<file path="config.mk">
export PLATFORM = sky130hd
export DESIGN_NAME = simon_96144_out_buffer
export DESIGN_NICKNAME = d
export VERILOG_FILES = /design/src/rtl/simon_96144_out_buffer.sv
export SDC_FILE = /design/constraint.sdc
export NUM_CORES = 1
export LEC_CHECK = 0
export ABC_CLOCK_PERIOD_IN_PS = 5900
export CAP_MARGIN = 0
export CORE_MARGIN = 2
export CORE_UTILIZATION = 30
export CTS_BUF_LIST = sky130_fd_sc_hd__clkbuf_16
export CTS_CLUSTER_DIAMETER = 80
export DETAILED_ROUTE_END_ITERATION = 12
export HOLD_SLACK_MARGIN = 0.1
export MAX_ROUTING_LAYER = met4
export PLACE_DENSITY_LB_ADDON = 0.12
export SLEW_MARGIN = 20
export SYNTH_ARGS = -nofsm -noshare
export SYNTH_HDL_FRONTEND = slang
export SYNTH_SLANG_ARGS = --single-unit
</file>
<file path="constraint.sdc">
create_clock -name clk -period 5.9 [get_ports clk]
set_clock_uncertainty 0.2 [all_clocks]
set_input_delay 1.77 -clock clk [delete_from_list [all_inputs] [get_ports clk]]
set_output_delay 1.77 -clock clk [all_outputs]
set_load 0.05 [all_outputs]
</file>
<file path="src/rtl/simon_96144_out_buffer.sv">
// Output buffer for the SIMON 96/144 core: captures finished blocks into a FIFO
// and streams each one out as W-bit words, most significant first.
module simon_96144_out_buffer #(
  parameter int unsigned N     = 48,
  parameter int unsigned DEPTH = 4,
  parameter int unsigned W     = 16,
  localparam int unsigned CW   = $clog2(DEPTH + 1)
) (
  input  logic                clk,
  input  logic                R,
  input  logic                doneData,
  input  logic [1:0][N-1:0]   outData,
  output logic                readData,
  output logic [W-1:0]        outWord,
  output logic                outValid,
  input  logic                outReady,
  output logic                outLast,
  output logic [CW-1:0]       count,
  output logic                full,
  output logic                empty
);

  localparam int unsigned BW  = 2 * N;
  localparam int unsigned WPB = BW / W;
  localparam int unsigned PW  = (DEPTH > 1) ? $clog2(DEPTH) : 1;
  localparam int unsigned IW  = (WPB > 1) ? $clog2(WPB) : 1;

  typedef enum logic [0:0] {StIdle, StAck} cap_state_e;

  cap_state_e      st_q, st_d;
  logic            read_data_q, read_data_d;
  logic [PW-1:0]   wr_ptr_q, wr_ptr_d;
  logic [PW-1:0]   rd_ptr_q, rd_ptr_d;
  logic [CW-1:0]   count_q, count_d;
  logic [IW-1:0]   idx_q, idx_d;
  logic [BW-1:0]   mem_q [DEPTH];
  logic [BW-1:0]   head;
  logic            push, pop, xfer;

  assign full     = (count_q == CW'(DEPTH));
  assign empty    = (count_q == '0);
  assign count    = count_q;
  assign readData = read_data_q;
  assign outValid = !empty;
  assign outLast  = outValid && (idx_q == IW'(WPB - 1));
  assign head     = mem_q[rd_ptr_q];

  // Word select over constant slices keeps the mux free of variable part-selects.
  always_comb begin
    outWord = '0;
    if (!empty) begin
      for (int i = 0; i < int'(WPB); i++) begin
        if (idx_q == IW'(i)) outWord = head[(int'(WPB) - 1 - i) * int'(W) +: W];
      end
    end
  end

  // Capture FSM: one write per doneData assertion, gated by registered full.
  always_comb begin
    st_d        = st_q;
    read_data_d = read_data_q;
    push        = 1'b0;
    unique case (st_q)
      StIdle: begin
        if (doneData && !full) begin
          push        = 1'b1;
          read_data_d = 1'b1;
          st_d        = StAck;
        end
      end
      StAck: begin
        if (!doneData) begin
          read_data_d = 1'b0;
          st_d        = StIdle;
        end
      end
      default: st_d = StIdle;
    endcase
  end

  always_comb begin
    xfer     = outValid && outReady;
    pop      = xfer && (idx_q == IW'(WPB - 1));
    idx_d    = idx_q;
    if (xfer) idx_d = pop ? '0 : idx_q + IW'(1);
    wr_ptr_d = push ? wr_ptr_q + PW'(1) : wr_ptr_q;
    rd_ptr_d = pop ? rd_ptr_q + PW'(1) : rd_ptr_q;
    count_d  = count_q + CW'(push) - CW'(pop);
  end

  always_ff @(posedge clk) begin
    if (R) begin
      st_q        <= StIdle;
      read_data_q <= 1'b0;
      wr_ptr_q    <= '0;
      rd_ptr_q    <= '0;
      count_q     <= '0;
      idx_q       <= '0;
    end else begin
      st_q        <= st_d;
      read_data_q <= read_data_d;
      wr_ptr_q    <= wr_ptr_d;
      rd_ptr_q    <= rd_ptr_d;
      count_q     <= count_d;
      idx_q       <= idx_d;
    end
  end

  // Storage needs no reset; count alone says which entries are live.
  always_ff @(posedge clk) begin
    if (push) mem_q[wr_ptr_q] <= outData;
  end

endmodule

</file>
# == Word-level counts from Yosys, hierarchy flattened ==
# Memory sizes are Yosys's and may differ from the RTL's. A register that Yosys moved wholly into a read port is not among the register bits.
# Cells that the tools add are included.
# totals
ff_bits,12
latch_bits,0
ram_bits,384
romBits,0
output_inout_bits,24
elab_cells,49
n_memories,1
# classes
n_addsub,5
multipliers,0
n_div,0
order_cmp,0
n_eq_ne,8
shifts,0
n_mux,19
n_bitwise,1
reduce_logical,9
# mem_list
name,depth,word_bits,read_ports,rd_clocked_by_memory_dff,write_ports,line_no,text
mem_q,4,96,1,1,1,36,logic [BW-1:0] mem_q [DEPTH];
# ops
cell,n
$mux 16,7
$eq 3x3->1 const B,3
$mux 1,7
$eq 3x2->1 const B,2
$logic_not 3->1,2
$add 2x1->2 const B,2
$logic_and 1x1->1,4
$mux 2,2
$ne 2x2->1 const B,2
$pmux 1 s2,2
$add 3x1->3,1
$add 3x1->3 const B,1
$eq 3x1->1 const B,1
$mux 3,1
$sub 3x1->3,1
$logic_not 1->1,2
$reduce_and 2->1,1
$not 1->1,1

# == Depth between registers and ports, before layout ==
# Gate-level depths: netlist of the first run.
# depth
ltp_word,8
ltp_mapped,11
mapped_depth_nobuf,11

# == Least setup slack after synthesis of the first run ==
# Ideal clock, no wire load.
# synth_timing
path_kind,reg-to-output
start,"register count_q[1], in the netlist count[1]"
end,output outWord[10]
arrival_ns,3.449
slack_ns,0.481
path_stages_with_launch,7
path_buffers,2
path_cell_list,dfxtp_1 -> nor3_1 -> inv_1 -> clkbuf_1 -> clkbuf_1 -> o21ai_0 -> nor3_1
# synth_via
elab_chain_cells,2
# synth_rtl
item,line_no,text
start: declaration,34,"logic [CW-1:0] count_q, count_d;"
start signal: assignment,104,count_q <= count_d;
$logic_not 3->1,41,assign empty = (count_q == '0);
named net empty,20,output logic empty
$mux 16,51,if (!empty) begin
end: declaration,14,"output logic [W-1:0] outWord,"
# The timed path passes the listed nets, and every way through them passes these cells.

# == Worst setup path in the final report of the first run ==
# layout_timing
start,register idx_q[0]
end,output outWord[5]
# layout_via
elab_chain_cells,8
elab_cells_between_ends,13
cone_classes,eq/ne: 5; mux: 7; reduce/logical: 1
# layout_rtl
item,line_no,text
start: declaration,35,"logic [IW-1:0] idx_q, idx_d;"
start signal: assignment,105,idx_q <= idx_d;
$logic_not 3->1,53,if (idx_q == IW'(i)) outWord = head[(int'(WPB) - 1 - i) * int'(W) +: W];
$mux 16 (5 in a row),53,
$mux 16 (*),53,
$mux 16 (*),51,
# Every way passes the cells marked *; elsewhere a longest branch is shown, timed or not.

==> results of run 1 <==
-- worst reg2reg max path, stage by stage (launching register included) --
cell and delay, ps:
dfxtp_1 480, nor3_1 130, inv_1 630, nand3_1 390
xnor2_1 260, ha_1 170, inv_1 50, fa_1 390
xor2_1 160, xnor2_1 140, nor2_1 50
-- cell type report --
class	instances	area, um^2
fill	4774	32400
sequential	398	11800
multi-input combinational	336	3500
timing repair buffer	142	1450
clock buffer	47	1180
tap	680	851
clock inverter	33	168
inverter	9	37.5
antenna	1	2.50
-- repair_timing --
| item | 4_1_cts | 5_1_grt |
|---|---|---|
| gates cloned | 0 | 0 |
| setup endpoints to repair | 1 | 1 |
| hold buffers | 0 | 0 |
| resized for setup | 1 | 1 |
-- layer usage --
layer / GRT usage (%) / up-vias
met1: 21.3 / 3999
met3: 2.49 / 59
met5: - / -
li1: - / 3545
met4: 4.79 / 0
met2: 21.1 / 174
-- cell usage after synthesis, types with 2 or more instances --
cell	count	share of area [%]
edfxtp_1	384	74
mux2i_1	97	6.2
mux4_2	40	5.8
o221ai_1	32	1.8
and2_1	22	0.88
a21oi_1	20	0.64
nor3_1	19	0.61
o21ai_0	17	0.54
a22oi_1	16	0.77
clkbuf_1	15	0.36
dfxtp_1	14	1.8
nor2_1	13	0.31
a2111oi_2	10	0.96
buf_6	10	0.72
ha_1	10	0.80
buf_2	9	0.29
inv_1	9	0.22
mux4_1	8	1.3
a2111oi_0	6	0.34
buf_4	4	0.19
nand2_1	3	0.072
nor2b_1	3	0.12
xnor2_1	3	0.17
xor2_1	3	0.17
buf_12	2	0.26
nand3_1	2	0.064
nand3b_1	2	0.096
nand4_1	2	0.080
nor3b_1	2	0.096
-- through the flow --
| stage | instances | hold WS, ps | util, % |
|---|---|---|---|
| 2_1_floorplan | 785 | 248 | - |
| 3_3_place_gp | 1565 | 266 | 34.3 |
| 6_report | 1646 | 279 | 37.0 |
| 3_5_place_dp | 1565 | 270 | 34.3 |
| 4_1_cts | 1645 | 280 | 36.9 |
| 5_1_grt | 1646 | 312 | 37.0 |
-- how the worst min path moves through the flow --
stage,start,end,slack (ps),cells after the start
final,st_q,st_q,280,2
after detailed placement,st_q,st_q,270,2
after global placement,st_q,st_q,270,2
after global routing,st_q,st_q,310,2
after floorplan,st_q,st_q,250,2
after CTS,st_q,st_q,280,2
-- sequential cells by signal, indices dropped and copies added, names as in the netlist, named ones only --
signal    flops
mem_q       384
count         3
idx_q         3
rd_ptr_q      2
wr_ptr_q      2
readData      1
st_q          1
-- report_power, final --
part / switching (uW) / internal (uW) / leakage, uW
clock network: 1080 / 1470 / 0.000707
logic: 542 / 295 / 0.00149
registers: 42.2 / 3300 / 0.00362
total: 1660 / 5070 / 0.00582
-- cells by family after synthesis --
kind of cell               count (synthesis)
AOI/OAI and AO/OA                        102
DFF                                      398
and+or+nand+nor                           72
muxes                                    145
xor gates and xnor gates                   6
adders and majority gates                 11
buffers and inverters                     51
-- placed cells by master (no fill, tap or decap), types with 13 or more instances in the layout --
master | netlist | final
mux2i_1 | 97 | 97
a22oi_1 | 16 | 16
nor3_1 | 19 | 19
and2_1 | 22 | 18
clkbuf_16 | 0 | 47
mux4_2 | 40 | 40
inv_1 | 9 | 20
buf_4 | 4 | 13
nor2_1 | 13 | 13
a21oi_1 | 20 | 20
o221ai_1 | 32 | 32
edfxtp_1 | 384 | 384
clkdlybuf4s50_1 | 0 | 123
o21ai_0 | 17 | 17
==> results by group, run 1 <==
Place
  • Port bufs: 123
  • Place WS: 622 ps
  • Placement Cell Area: 17600 um^2
  • DPL Wire Length: 23400 um
  • Gpl congestion: 0.710

Timing
  • Slew Limit Fails: 0
  • Post-Route Setup TNS: 0 ps
  • Final period utilization: 95.0%
  • Actual slew at the worst max-slew pin: 951 ps
  • Minimum clock period: 5600 ps
  • Worst setup margin: 296 ps
  • Slew Limit Headroom: 36.1%
  • Setup violations, final: 0
  • Max Freq: 178 MHz
  • Unrepaired setup endpoints after global routing: no
  • Final hold vios: 0

Yosys
  • Syn nets: 896
  • Synth Warn #: 0
  • Main combinational cell family by area after synthesis: multiplexers
  • Post-synthesis simple-gate area fraction: 2.60%
  • Post-Synth XOR/XNOR Area: 0.336%
  • Cell variety after synth: 37
  • Mux share of post-synthesis cell area: 13.3%
  • Synth Instances: 785
  • Mean post-synth cell area: 19.9 um^2
  • Post-synth top flop: edfxtp_1
  • Post-synthesis async set-or-reset flop share: 0%
  • Register bit total from synthesis: 398
  • Post-synth EDFFs: 384
  • Synth Cell Area: 15600 um^2
  • Sequential fraction of the synthesis area: 75.6%
  • Post-Synth Adder-Cell Area: 0.929%
  • Complex-gate fraction of the synthesized area: 5.09%

Drt
  • Average wire per standard cell: 23.0 um
  • Top sig layer: met4
  • WL met1: 18500 um
  • DR WL met2: 16800 um
  • DR vias/cell: 4.72
  • First-pass detailed-route iteration total: 6
  • Post-route ant nets: 0
  • Vias: 7777
  • Post-route DRC: 0
  • Met3 WL: 1700 um
  • Total Wirelength: 37900 um
  • DRT iter0 DRCs: 598

Critical path
  • CP Capture Type: primary output
  • Crit-path cells: inv_1, ha_1, nand3b_1, o221ai_1, a2111oi_2, nor3_1, clkdlybuf4s50_1
  • Worst path top cell family by delay: buffers and inverters
  • WP data arrival: 3630 ps
  • Setup crit end: outWord[5]
  • CP max-delay cell: clkdlybuf4s50_1
  • WS Path Type: reg2out
  • CP Depth: 7
  • Worst Reg2Reg Path Length in Cells: 10
  • Crit-path max cell delay: 890 ps
  • Reg2Reg Setup Slack: 2720 ps
  • Reg-to-reg startpoint: count[1]
  • Crit path buf inv count: 2
  • Worst path required time: 3930 ps
  • Reg2reg end: count[2]
  • Worst setup path startpoint: idx_q[0]
  • Startpoint types: register
  • Crit path max fanout: 16

GRT
  • Largest net degree at the start of global routing: 97
  • Gr ovfl total: 0
  • GRT Overall Usage: 14.8%
  • Vias in the first global route: 8133
  • First-pass GRT wire length: 56300 um
  • Initial antenna violation count: 1

Die
  • Initial core utilization: 30.4%
  • Core ar.: 51400 um^2
  • Die X: 232 um
  • I/O pin cnt: 124
  • Die H: 232 um
  • Core Rows: 83
  • Die Footprint: 53900 um^2

Final layout
  • Area Growth Syn to Fin: 21.5%
  • Final #Nets: 1043
  • Fraction of layout cells with a size suffix above 1: 14.1%
  • Design area: 19000 um^2

Clock network
  • Clock Tree Buf Depth: 3
  • CTS Buf Count: 45
  • Clock Pin Slew Worst Setup and Hold Paths: 60 ps
  • Clk sinks: 398
  • CTS root buf: clkbuf_16
  • Setup Fix Bufs, Post-CTS: 0
  • CTS H-tree lvls: 2
  • CTS tree: yes
  • Worst skew pair latency: 570 ps

Hold path
  • Hold crit path type: reg2reg

Pwr
  • Pwr/cell area: 354 nW/um^2
  • Pwr Total: 6730 uW
  • LEAKAGE: 0.00582 uW
  • Worst VDD drop: 0.204 mV

Flow run
  • Max-cap viol count: 0

Run status
  • Status: complete, no violations
(Power assumes the default switching activity.)
==> run 2, diff against run 1 <==
--- a/config.mk
+++ b/config.mk
@@ -19,3 +19,4 @@
 export SYNTH_ARGS = -nofsm -noshare
 export SYNTH_HDL_FRONTEND = slang
 export SYNTH_SLANG_ARGS = --single-unit
+export TNS_END_PERCENT = 20
==> results of run 2 <==
Final layout, timing and power as in run 1 (identical DEF).
